**config.mk**
```make
export PLATFORM = sky130hd
export DESIGN_NAME = wb_retire_buffer
export DESIGN_NICKNAME = d
export VERILOG_FILES = /design/src/rtl/mips_pkg.sv /design/src/rtl/load_extend.sv /design/src/rtl/wb_retire_buffer.sv
export SDC_FILE = /design/constraint.sdc
export NUM_CORES = 1
export LEC_CHECK = 0
export BUFFER_PORTS_ARGS = -buffer_cell sky130_fd_sc_hd__buf_2
export CAP_MARGIN = 20
export CORE_MARGIN = 2
export CORE_UTILIZATION = 30
export DETAILED_ROUTE_END_ITERATION = 7
export SLEW_MARGIN = 20
export SYNTH_ARGS = -nofsm -noshare
export SYNTH_HDL_FRONTEND = slang
export SYNTH_SLANG_ARGS = --single-unit
```
**constraint.sdc**
```tcl
create_clock -name clk -period 2.97 [get_ports clk]
set_input_delay 0.4455 -clock clk [delete_from_list [all_inputs] [get_ports clk]]
set_output_delay 0.4455 -clock clk [all_outputs]
set_load 0.02 [all_outputs]
```
**src/rtl/mips_pkg.sv**
```systemverilog
// Shared types for the writeback retire buffer: load-type encodings, buffer states
// and the buffered entry record.
package mips_pkg;

    // Entry record is sized for the widest configuration the buffer supports.
    localparam int ENTRY_DATA_W = 32;
    localparam int ENTRY_ADDR_W = 5;

    typedef enum logic [1:0] {
        LOAD_WORD   = 2'b00,
        LOAD_BYTE_S = 2'b01,
        LOAD_BYTE_U = 2'b10,
        LOAD_HALF_S = 2'b11
    } loadType_t;

    typedef enum logic [1:0] {
        EMPTY = 2'b00,
        ONE   = 2'b01,
        TWO   = 2'b10
    } bufState_t;

    typedef struct packed {
        logic                    regWrite;
        logic [ENTRY_ADDR_W-1:0] dest;
        logic [ENTRY_DATA_W-1:0] data;
    } retireEntry_t;

endpackage

```
**src/rtl/load_extend.sv**
```systemverilog
// Combinational byte/halfword selection and sign/zero extension of a loaded word.
// Only built when WB_LOAD_EXT_EN is defined.
`ifdef WB_LOAD_EXT_EN
module load_extend
    import mips_pkg::*;
#(
    parameter int DATA_W = 32
) (
    input  logic [DATA_W-1:0] memData,
    input  logic [1:0]        loadType,
    input  logic [1:0]        byteOff,
    output logic [DATA_W-1:0] extData
);

    logic [7:0]  selByte;
    logic [15:0] selHalf;

    // Halfword choice looks only at the upper offset bit; misaligned halves are not supported.
    always_comb begin
        selByte = memData[7:0];
        case (byteOff)
            2'd0:    selByte = memData[7:0];
            2'd1:    selByte = memData[15:8];
            2'd2:    selByte = memData[23:16];
            default: selByte = memData[31:24];
        endcase
        selHalf = byteOff[1] ? memData[31:16] : memData[15:0];
    end

    always_comb begin
        extData = memData;
        case (loadType_t'(loadType))
            LOAD_BYTE_S: extData = {{(DATA_W-8){selByte[7]}}, selByte};
            LOAD_BYTE_U: extData = {{(DATA_W-8){1'b0}}, selByte};
            LOAD_HALF_S: extData = {{(DATA_W-16){selHalf[15]}}, selHalf};
            default:     extData = memData;
        endcase
    end

endmodule
`endif

```
**src/rtl/wb_retire_buffer.sv**
```systemverilog
// Two-entry in-order writeback buffer between MEM and the register file, with head forwarding.
// Define WB_LOAD_EXT_EN to enable sub-word load extension; otherwise loads pass through raw.
module wb_retire_buffer
    import mips_pkg::*;
#(
    parameter int DATA_W = 32,
    parameter int ADDR_W = 5
) (
    input  logic              clk,
    input  logic              rst,
    input  logic              InValid,
    output logic              InReady,
    input  logic              InRegWrite,
    input  logic [ADDR_W-1:0] InDest,
    input  logic              InMemToReg,
    input  logic [DATA_W-1:0] InAluResult,
    input  logic [DATA_W-1:0] InMemData,
    input  logic [1:0]        InLoadType,
    input  logic [1:0]        InByteOff,
    input  logic              WbHold,
    output logic              RegWrite,
    output logic [ADDR_W-1:0] WriteRegister,
    output logic [DATA_W-1:0] WriteData,
    output logic              FwdValid,
    output logic [ADDR_W-1:0] FwdReg,
    output logic [DATA_W-1:0] FwdData
);

    bufState_t    state, stateNext;
    retireEntry_t head, tail, newEntry;
    logic         accept, retire, notEmpty, headWrites;
    logic [DATA_W-1:0] loadData;

`ifdef WB_LOAD_EXT_EN
    load_extend #(.DATA_W(DATA_W)) uLoadExtend (
        .memData (InMemData),
        .loadType(InLoadType),
        .byteOff (InByteOff),
        .extData (loadData)
    );
`else
    logic unusedLoadCtl;
    assign loadData      = InMemData;
    assign unusedLoadCtl = ^{InLoadType, InByteOff};
`endif

    assign notEmpty = (state != EMPTY);
    assign InReady  = (state != TWO);
    assign accept   = InValid && InReady;
    assign retire   = notEmpty && !WbHold;

    // Data is formatted on the way in so the head can be forwarded without further muxing.
    always_comb begin
        newEntry                    = '0;
        newEntry.regWrite           = InRegWrite;
        newEntry.dest[ADDR_W-1:0]   = InDest;
        newEntry.data[DATA_W-1:0]   = InMemToReg ? loadData : InAluResult;
    end

    always_ff @(posedge clk or posedge rst) begin
        if (rst) state <= EMPTY;
        else     state <= stateNext;
    end

    always_comb begin
        stateNext = state;
        case (state)
            EMPTY: if (accept) stateNext = ONE;
            ONE: begin
                if (accept && !retire)      stateNext = TWO;
                else if (!accept && retire) stateNext = EMPTY;
            end
            TWO:     if (retire) stateNext = ONE;
            default: stateNext = EMPTY;
        endcase
    end

    // Vacated slots are cleared so a drained buffer presents all-zero fields.
    always_ff @(posedge clk or posedge rst) begin
        if (rst) begin
            head <= '0;
            tail <= '0;
        end else begin
            case (state)
                EMPTY: if (accept) head <= newEntry;
                ONE: begin
                    if (retire)      head <= accept ? newEntry : '0;
                    else if (accept) tail <= newEntry;
                end
                TWO: begin
                    if (retire) begin
                        head <= tail;
                        tail <= '0;
                    end
                end
                default: begin
                    head <= '0;
                    tail <= '0;
                end
            endcase
        end
    end

    assign headWrites    = notEmpty && head.regWrite && (head.dest != '0);
    assign FwdValid      = headWrites;
    assign RegWrite      = headWrites && !WbHold;
    assign FwdReg        = notEmpty ? head.dest[ADDR_W-1:0] : '0;
    assign WriteRegister = notEmpty ? head.dest[ADDR_W-1:0] : '0;
    assign FwdData       = notEmpty ? head.data[DATA_W-1:0] : '0;
    assign WriteData     = notEmpty ? head.data[DATA_W-1:0] : '0;

endmodule
```
==> results of run 1 <==
-- power breakdown --
group | internal [mW] | switching, mW | leakage (nW)
clock | 0.641 | 0.404 | 0.132
sequential | 1.43 | 0.208 | 1.02
combinational | 0.741 | 1.02 | 1.67
-- cell type report --
type                            count  area, um2  area share
Sequential cell                    78       1950       0.360
Multi-Input combinational cell    247       1940       0.358
Timing Repair Buffer              164        878       0.162
Clock buffer                       12        236      0.0436
Tap cell                          184        230      0.0424
Inverter                           40        151      0.0279
Clock inverter                      2       35.0     0.00646
-- registers in the layout, summed over array words and instances (netlist names) --
signal,cells
head,38
tail,38
state,2
-- worst max-delay path, stage by stage (launching register included) --
cell and delay, ns:
sky130_fd_sc_hd__dfrtp_1 0.66, sky130_fd_sc_hd__or2_2 0.56, sky130_fd_sc_hd__o311a_1 0.26, sky130_fd_sc_hd__nor2b_1 0.12
sky130_fd_sc_hd__buf_2 0.17
-- routing by layer --
layer	GRT usage	up-vias	wire length (um)	part of all wire
met5	0	-	0	0
met4	0.0672	0	260	0.023
met3	0.0316	21	714	0.064
met2	0.231	134	5280	0.47
met1	0.176	1701	4870	0.44
li1	-	1694	-	-
-- cell families after synthesis --
| group | after synthesis | synth area share |
|---|---|---|
| muxes | 70 | 0.164 |
| and+or+nand+nor | 101 | 0.113 |
| buffers and inverters | 111 | 0.139 |
| DFF | 78 | 0.433 |
| xor gates and xnor gates | 2 | 0.00388 |
| AOI/OAI and AO/OA | 74 | 0.147 |
-- cells in the mapped netlist (all sizes together), types with 13 or more instances --
library cell  instances  share of area
a22o                 28          0.054
and2                 34          0.047
buf                  58          0.095
clkbuf               13          0.011
dfrtp                78           0.43
inv                  40          0.033
mux2                 32          0.080
mux2i                38          0.084
nand2                13          0.011
nor2                 38          0.032
o32ai                29          0.060
-- how the worst max path moves through the flow --
stage	slack (ns)	from	end
3_3_place_gp	0.73	state[1]	RegWrite
4_1_cts	0.35	state[1]	RegWrite
3_5_place_dp	0.72	state[1]	RegWrite
6_report	0.41	state[1]	RegWrite
5_1_grt	0.23	state[1]	RegWrite
2_1_floorplan	0.53	rst	head[0]
-- stage by stage --
step           std cells  utilization  setup slack, ns  power (mW)  hold slack, ns
2_1_floorplan        436            -            0.529        3.08           0.452
3_3_place_gp         713        0.353            0.732        3.39           0.462
3_5_place_dp         713        0.353            0.721        3.45           0.478
4_1_cts              727        0.372            0.353        4.51           0.190
5_1_grt              727        0.372            0.228        4.73           0.210
6_report             727        0.372            0.410        4.44           0.166
==> out/results.md, run 1 <==
| Stage | Metric | Value |
| --- | --- | --- |
| outcome | Outcome | complete, no violations |
| critical path | Worst Path Max Fanout | 34 |
| sta | Worst Clk Skew | 0.00355 ns |
| clock network | Total CTS buffers | 9 |
| routing | Initial DRC count | 164 |
| clock network | Sink Count | 78 |
| logic synthesis | Total nets after synthesis | 515 |
| critical path | Critical register-to-register path startpoint | state[1] |
| layout | Net total in the final layout | 619 |
| layout | Commonest non-fill, non-tap cell in the layout | sky130_fd_sc_hd__buf_2 |
| logic synthesis | Post-synthesis register bit count | 78 |
| sta | Max transition margin | 0.483 |
| critical path | Endpoint of the worst-slack reg-to-reg timing path | head[34] |
| critical path | Depth of the worst register-to-register path | 3 |
| routing | Number of routed nets with antenna violations | 0 |
| grt | Initial antenna violation count | 0 |
| sta | Final Cycle Share | 0.862 |
| sta | Setup TNS Final | 0 ns |
| hold path | Classification of the worst-slack hold path | in -> async |
| clock network | Clock latency on the worst-skew pair | 0.33 ns |
| sta | Minimum clock period | 2.56 ns |
| layout | Highest-count cells in the layout ignoring fill and taps | sky130_fd_sc_hd__buf_2, sky130_fd_sc_hd__dfrtp_1, sky130_fd_sc_hd__inv_1 |
| sta | Actual slew at the worst max-slew pin | 0.773 ns |
| layout | Fill cell count | 1441 |
| clock network | Reg clk slew, reported paths | 0.06 ns |
| sta | Setup repair after global routing missed its margin | false |
| floorplanning | CORE AREA | 14600 um2 |
| logic synthesis | Post-synth EDFFs | 0 |
| layout | Syn-to-layout area delta | 20.3% |
| grt | Via count of the first global-routing pass | 3459 |
| logic synthesis | Synthesized area per cell | 10.3 um2 |
| clock network | Level count of the clock H-tree | 3 |
| critical path | Slack of the worst reg-to-reg path | 0.85 ns |
| clock network | Post-cts sizing count | 0 |
| clock network | Post-CTS repair timing setup buffer count | 0 |
| sta | Setup-failing EPs final | 0 |
| floorplanning | Full die area | 16000 um2 |
| placement | Standard cell area after detailed placement | 5150 um2 |
| clock network | Max Root-Sink Buffers | 2 |
| placement | Quantity of I/O buffers inserted on ports | 151 |
| grt | Wire length of the first global-routing pass | 17700 um |
| logic synthesis | Top flip-flop cell by instance count after synthesis | sky130_fd_sc_hd__dfrtp_1 |
| layout | Total inserted antenna cells | 0 |
| clock network | Root Buffer | sky130_fd_sc_hd__clkbuf_16 |
| floorplanning | Die height | 127 um |
| logic synthesis | Number of warning messages in the yosys log | 0 |
| grt | Total global routing track utilization | 0.141 |
| critical path | Setup crit end kind | primary output |
| sta | Number of hold-slack violations in the final timing report | 0 |
| logic synthesis | Unique cell type count in the Yosys netlist | 31 |
| clock network | Number of hold buffers added after cts | 0 |
| critical path | CP required | 2.52 ns |
| critical path | CP Class | reg -> out |
| critical path | Startpoint type of the worst setup path | register |
| floorplanning | Die span in x | 127 um |
| grt | Total global routing overflow | 0 |
| pwr | Leakage power | 2.81 nW |
| sta | Max-slew violation count | 0 |
| routing | Vias after detailed routing | 3550 |
| routing | Routed wire length per instance | 15.3 um |
| logic synthesis | Gate Count Post-Synth | 436 |
| routing | Average via count per standard cell | 4.88 |
| pwr | Pwr Density | 819 nW/um2 |
| grt | Maximum number of pins on one net before global-route repair | 45 |
| routing | Number of design rule violations left after detail routing | 0 |
| pwr | VDD IR max | 0.280 mV |
| routing | Total length of routed wires | 11100 um |
| clock network | Clock tree from TritonCTS | done |
| logic synthesis | Async set-or-reset flop fraction in the synthesized netlist | 1.00 |
| placement | Dpl hpwl | 8020 um |
| logic synthesis | Share of synthesized area occupied by flip-flops and latches | 0.433 |
| floorplanning | Number of primary I/O pins | 156 |
| routing | 1st-pass router iterations | 4 |
| logic synthesis | Cell Area, Synth | 4510 um2 |
| run | Max capacitance violation total | 0 |
| floorplanning | Initial core utilization | 0.309 |
| placement | Final GP Congestion | 0.749 |
| layout | Final Cell Area | 5430 um2 |
| floorplanning | Row count | 44 |
| critical path | Critical Path AT | 2.11 ns |
| layout | Layout cells sized above 1 | 0.392 |
| sta | Max Fclk | 0.391 GHz |
No activity file was read; power rests on OpenSTA's default activity.
==> run 2, diff against run 1 <==
Settings changed: MAX_ROUTING_LAYER set to met4.
==> run 2 against run 1 <==
Compared with the run above: via count decreased by 0.73%; power about the same; critical path depth did not move; largest cell class unchanged; cell area unchanged; utilization is the same; largest power group unchanged; count of clock-buffer cells in the layout unchanged; global-route usage up 0.46 points; highest routed layer unchanged; first-iteration DRC count rose by 16%; clock skew increased by 0.0011 ns; non-clock buffer count stayed put.
==> out/results.md, run 2 (synthesis results as in run 1) <==
| Stage | Metric | Value | vs previous |
| --- | --- | --- | --- |
| outcome | Outcome | complete, no violations | unchanged |
| sta | Max-slew violation count | 0 | unchanged |
| floorplanning | Die height | 127 um | unchanged |
| pwr | Overall power of the completed layout | 4.44 mW | about the same |
| routing | Vias after detailed routing | 3524 | was 3550 |
| floorplanning | CORE AREA | 14600 um2 | unchanged |
| floorplanning | Row count | 44 | unchanged |
| placement | Quantity of I/O buffers inserted on ports | 151 | unchanged |
| sta | Max Fclk | 0.392 GHz | was 0.391 GHz |
| sta | Final critical-path setup slack | 0.420 ns | was 0.410 ns |
| sta | Number of hold-slack violations in the final timing report | 0 | unchanged |
| critical path | CP Class | reg -> out | unchanged |
| pwr | Pwr Density | 819 nW/um2 | about the same |
| clock network | Root Buffer | sky130_fd_sc_hd__clkbuf_16 | unchanged |
| sta | Setup-failing EPs final | 0 | unchanged |
| layout | Layout cells sized above 1 | 0.392 | unchanged |
| layout | Non-Filler Instances | 727 | unchanged |
| floorplanning | Die span in x | 127 um | unchanged |
| layout | Commonest non-fill, non-tap cell in the layout | sky130_fd_sc_hd__buf_2 | unchanged |
| clock network | Post-cts sizing count | 0 | unchanged |
| clock network | Reg clk slew, reported paths | 0.06 ns | about the same |
| routing | Average via count per standard cell | 4.85 | was 4.88 |
| clock network | Total CTS buffers | 9 | unchanged |
| pwr | Leakage power | 2.81 nW | unchanged |
| clock network | Number of hold buffers added after cts | 0 | unchanged |
| grt | Wire length of the first global-routing pass | 17700 um | about the same |
| placement | Worst-case setup slack after placement | 0.721 ns | unchanged |
| clock network | Clock latency on the worst-skew pair | 0.34 ns | was 0.33 ns |
| layout | Net total in the final layout | 619 | unchanged |
| grt | Total global routing overflow | 0 | unchanged |
| routing | Routed wire length per instance | 15.3 um | about the same |
| routing | 1st-pass router iterations | 4 | unchanged |
| clock network | Level count of the clock H-tree | 3 | unchanged |
| layout | Total inserted antenna cells | 0 | unchanged |
| grt | Initial antenna violation count | 0 | unchanged |
| layout | Largest registers in the final layout | head (38), tail (38), state (2) | unchanged |
| floorplanning | Number of primary I/O pins | 156 | unchanged |
| grt | Via count of the first global-routing pass | 3463 | was 3459 |
| clock network | Post-CTS repair timing setup buffer count | 0 | unchanged |
| clock network | Clock tree from TritonCTS | done | unchanged |
| clock network | Sink Count | 78 | unchanged |
| critical path | Critical Path Start | state[1] | unchanged |
| routing | Number of routed nets with antenna violations | 0 | unchanged |
| grt | Total global routing track utilization | 0.145 | was 0.141 |
| sta | Setup repair after global routing missed its margin | false | unchanged |
| floorplanning | Initial core utilization | 0.309 | unchanged |
| critical path | Startpoint type of the worst setup path | register | unchanged |
| layout | Highest-count cells in the layout ignoring fill and taps | sky130_fd_sc_hd__buf_2, sky130_fd_sc_hd__dfrtp_1, sky130_fd_sc_hd__inv_1 | unchanged |
| clock network | Max Root-Sink Buffers | 2 | unchanged |
| grt | Maximum number of pins on one net before global-route repair | 45 | unchanged |
| floorplanning | Full die area | 16000 um2 | unchanged |
| critical path | Critical Path AT | 2.10 ns | was 2.11 ns |
| critical path | Worst Path Max Fanout | 34 | unchanged |
| sta | Max transition margin | 0.486 | was 0.483 |
| sta | Setup TNS Final | 0 ns | unchanged |
| critical path | CP required | 2.52 ns | about the same |
| sta | Actual slew at the worst max-slew pin | 0.768 ns | was 0.773 ns |
| sta | Hold_ws | 0.161 ns | was 0.166 ns |
| critical path | Setup crit end kind | primary output | unchanged |
| sta | Minimum clock period | 2.55 ns | was 2.56 ns |
| placement | Final GP Congestion | 0.759 | was 0.749 |
| pwr | VDD IR max | 0.281 mV | was 0.280 mV |
| routing | Total length of routed wires | 11100 um | about the same |
| placement | Dpl hpwl | 8020 um | unchanged |
| run | Max capacitance violation total | 0 | unchanged |
| sta | Final Cycle Share | 0.858 | was 0.862 |
| sta | Worst Clk Skew | 0.00460 ns | was 0.00355 ns |
| placement | Number of cells after detailed placement | 713 | unchanged |
| hold path | Classification of the worst-slack hold path | in -> async | unchanged |
| routing | Initial DRC count | 190 | was 164 |
| layout | Syn-to-layout area delta | 20.3% | unchanged |
| routing | Number of design rule violations left after detail routing | 0 | unchanged |
| critical path | Slack of the worst reg-to-reg path | 0.86 ns | was 0.85 ns |
| critical path | Critical register-to-register path startpoint | state[1] | unchanged |
-- run 2: final timing paths --
path | endpoint | cells after the start
worst max register to register | head[34] | 3
max in group asynchronous | head[18] | 3
worst max-delay path | RegWrite | 4
min in group clk | tail[36] | 3
worst min-delay path | tail[19] | 2
worst min register to register | head[0] | 2
-- run 2: final cells by class --
type                       count  area (um2)
multi-input combinational    247        1940
fill                        1441        9160
sequential                    78        1950
clock buffer                  12         236
clock inverter                 2        35.0
tap                          184         230
timing repair buffer         164         878
inverter                      40         151
-- run 2: worst max-delay path, cell delays in order (launching register included) --
cell	delay, ns
sky130_fd_sc_hd__dfrtp_1	0.65
sky130_fd_sc_hd__or2_2	0.55
sky130_fd_sc_hd__o311a_1	0.26
sky130_fd_sc_hd__nor2b_1	0.12
sky130_fd_sc_hd__buf_2	0.17
-- run 2: stage by stage --
| step | instance area [um2] | util |
|---|---|---|
| detailed placement | 5150 | 0.353 |
| floorplan | 4510 | - |
| CTS | 5430 | 0.372 |
| finish | 5430 | 0.372 |
| global route | 5430 | 0.372 |
| global placement | 5150 | 0.353 |
-- run 2: power by group --
part	switching (mW)	internal [mW]
combinational	1.02	0.741
sequential	0.206	1.43
clock	0.407	0.640
-- run 2: per-layer routing --
metal / share of wire / GRT usage / vias to the layer above
li1: - / - / 1693
met1: 0.44 / 0.177 / 1681
met2: 0.48 / 0.232 / 131
met3: 0.062 / 0.0304 / 19
met4: 0.022 / 0.0672 / 0
met5: 0 / - / -
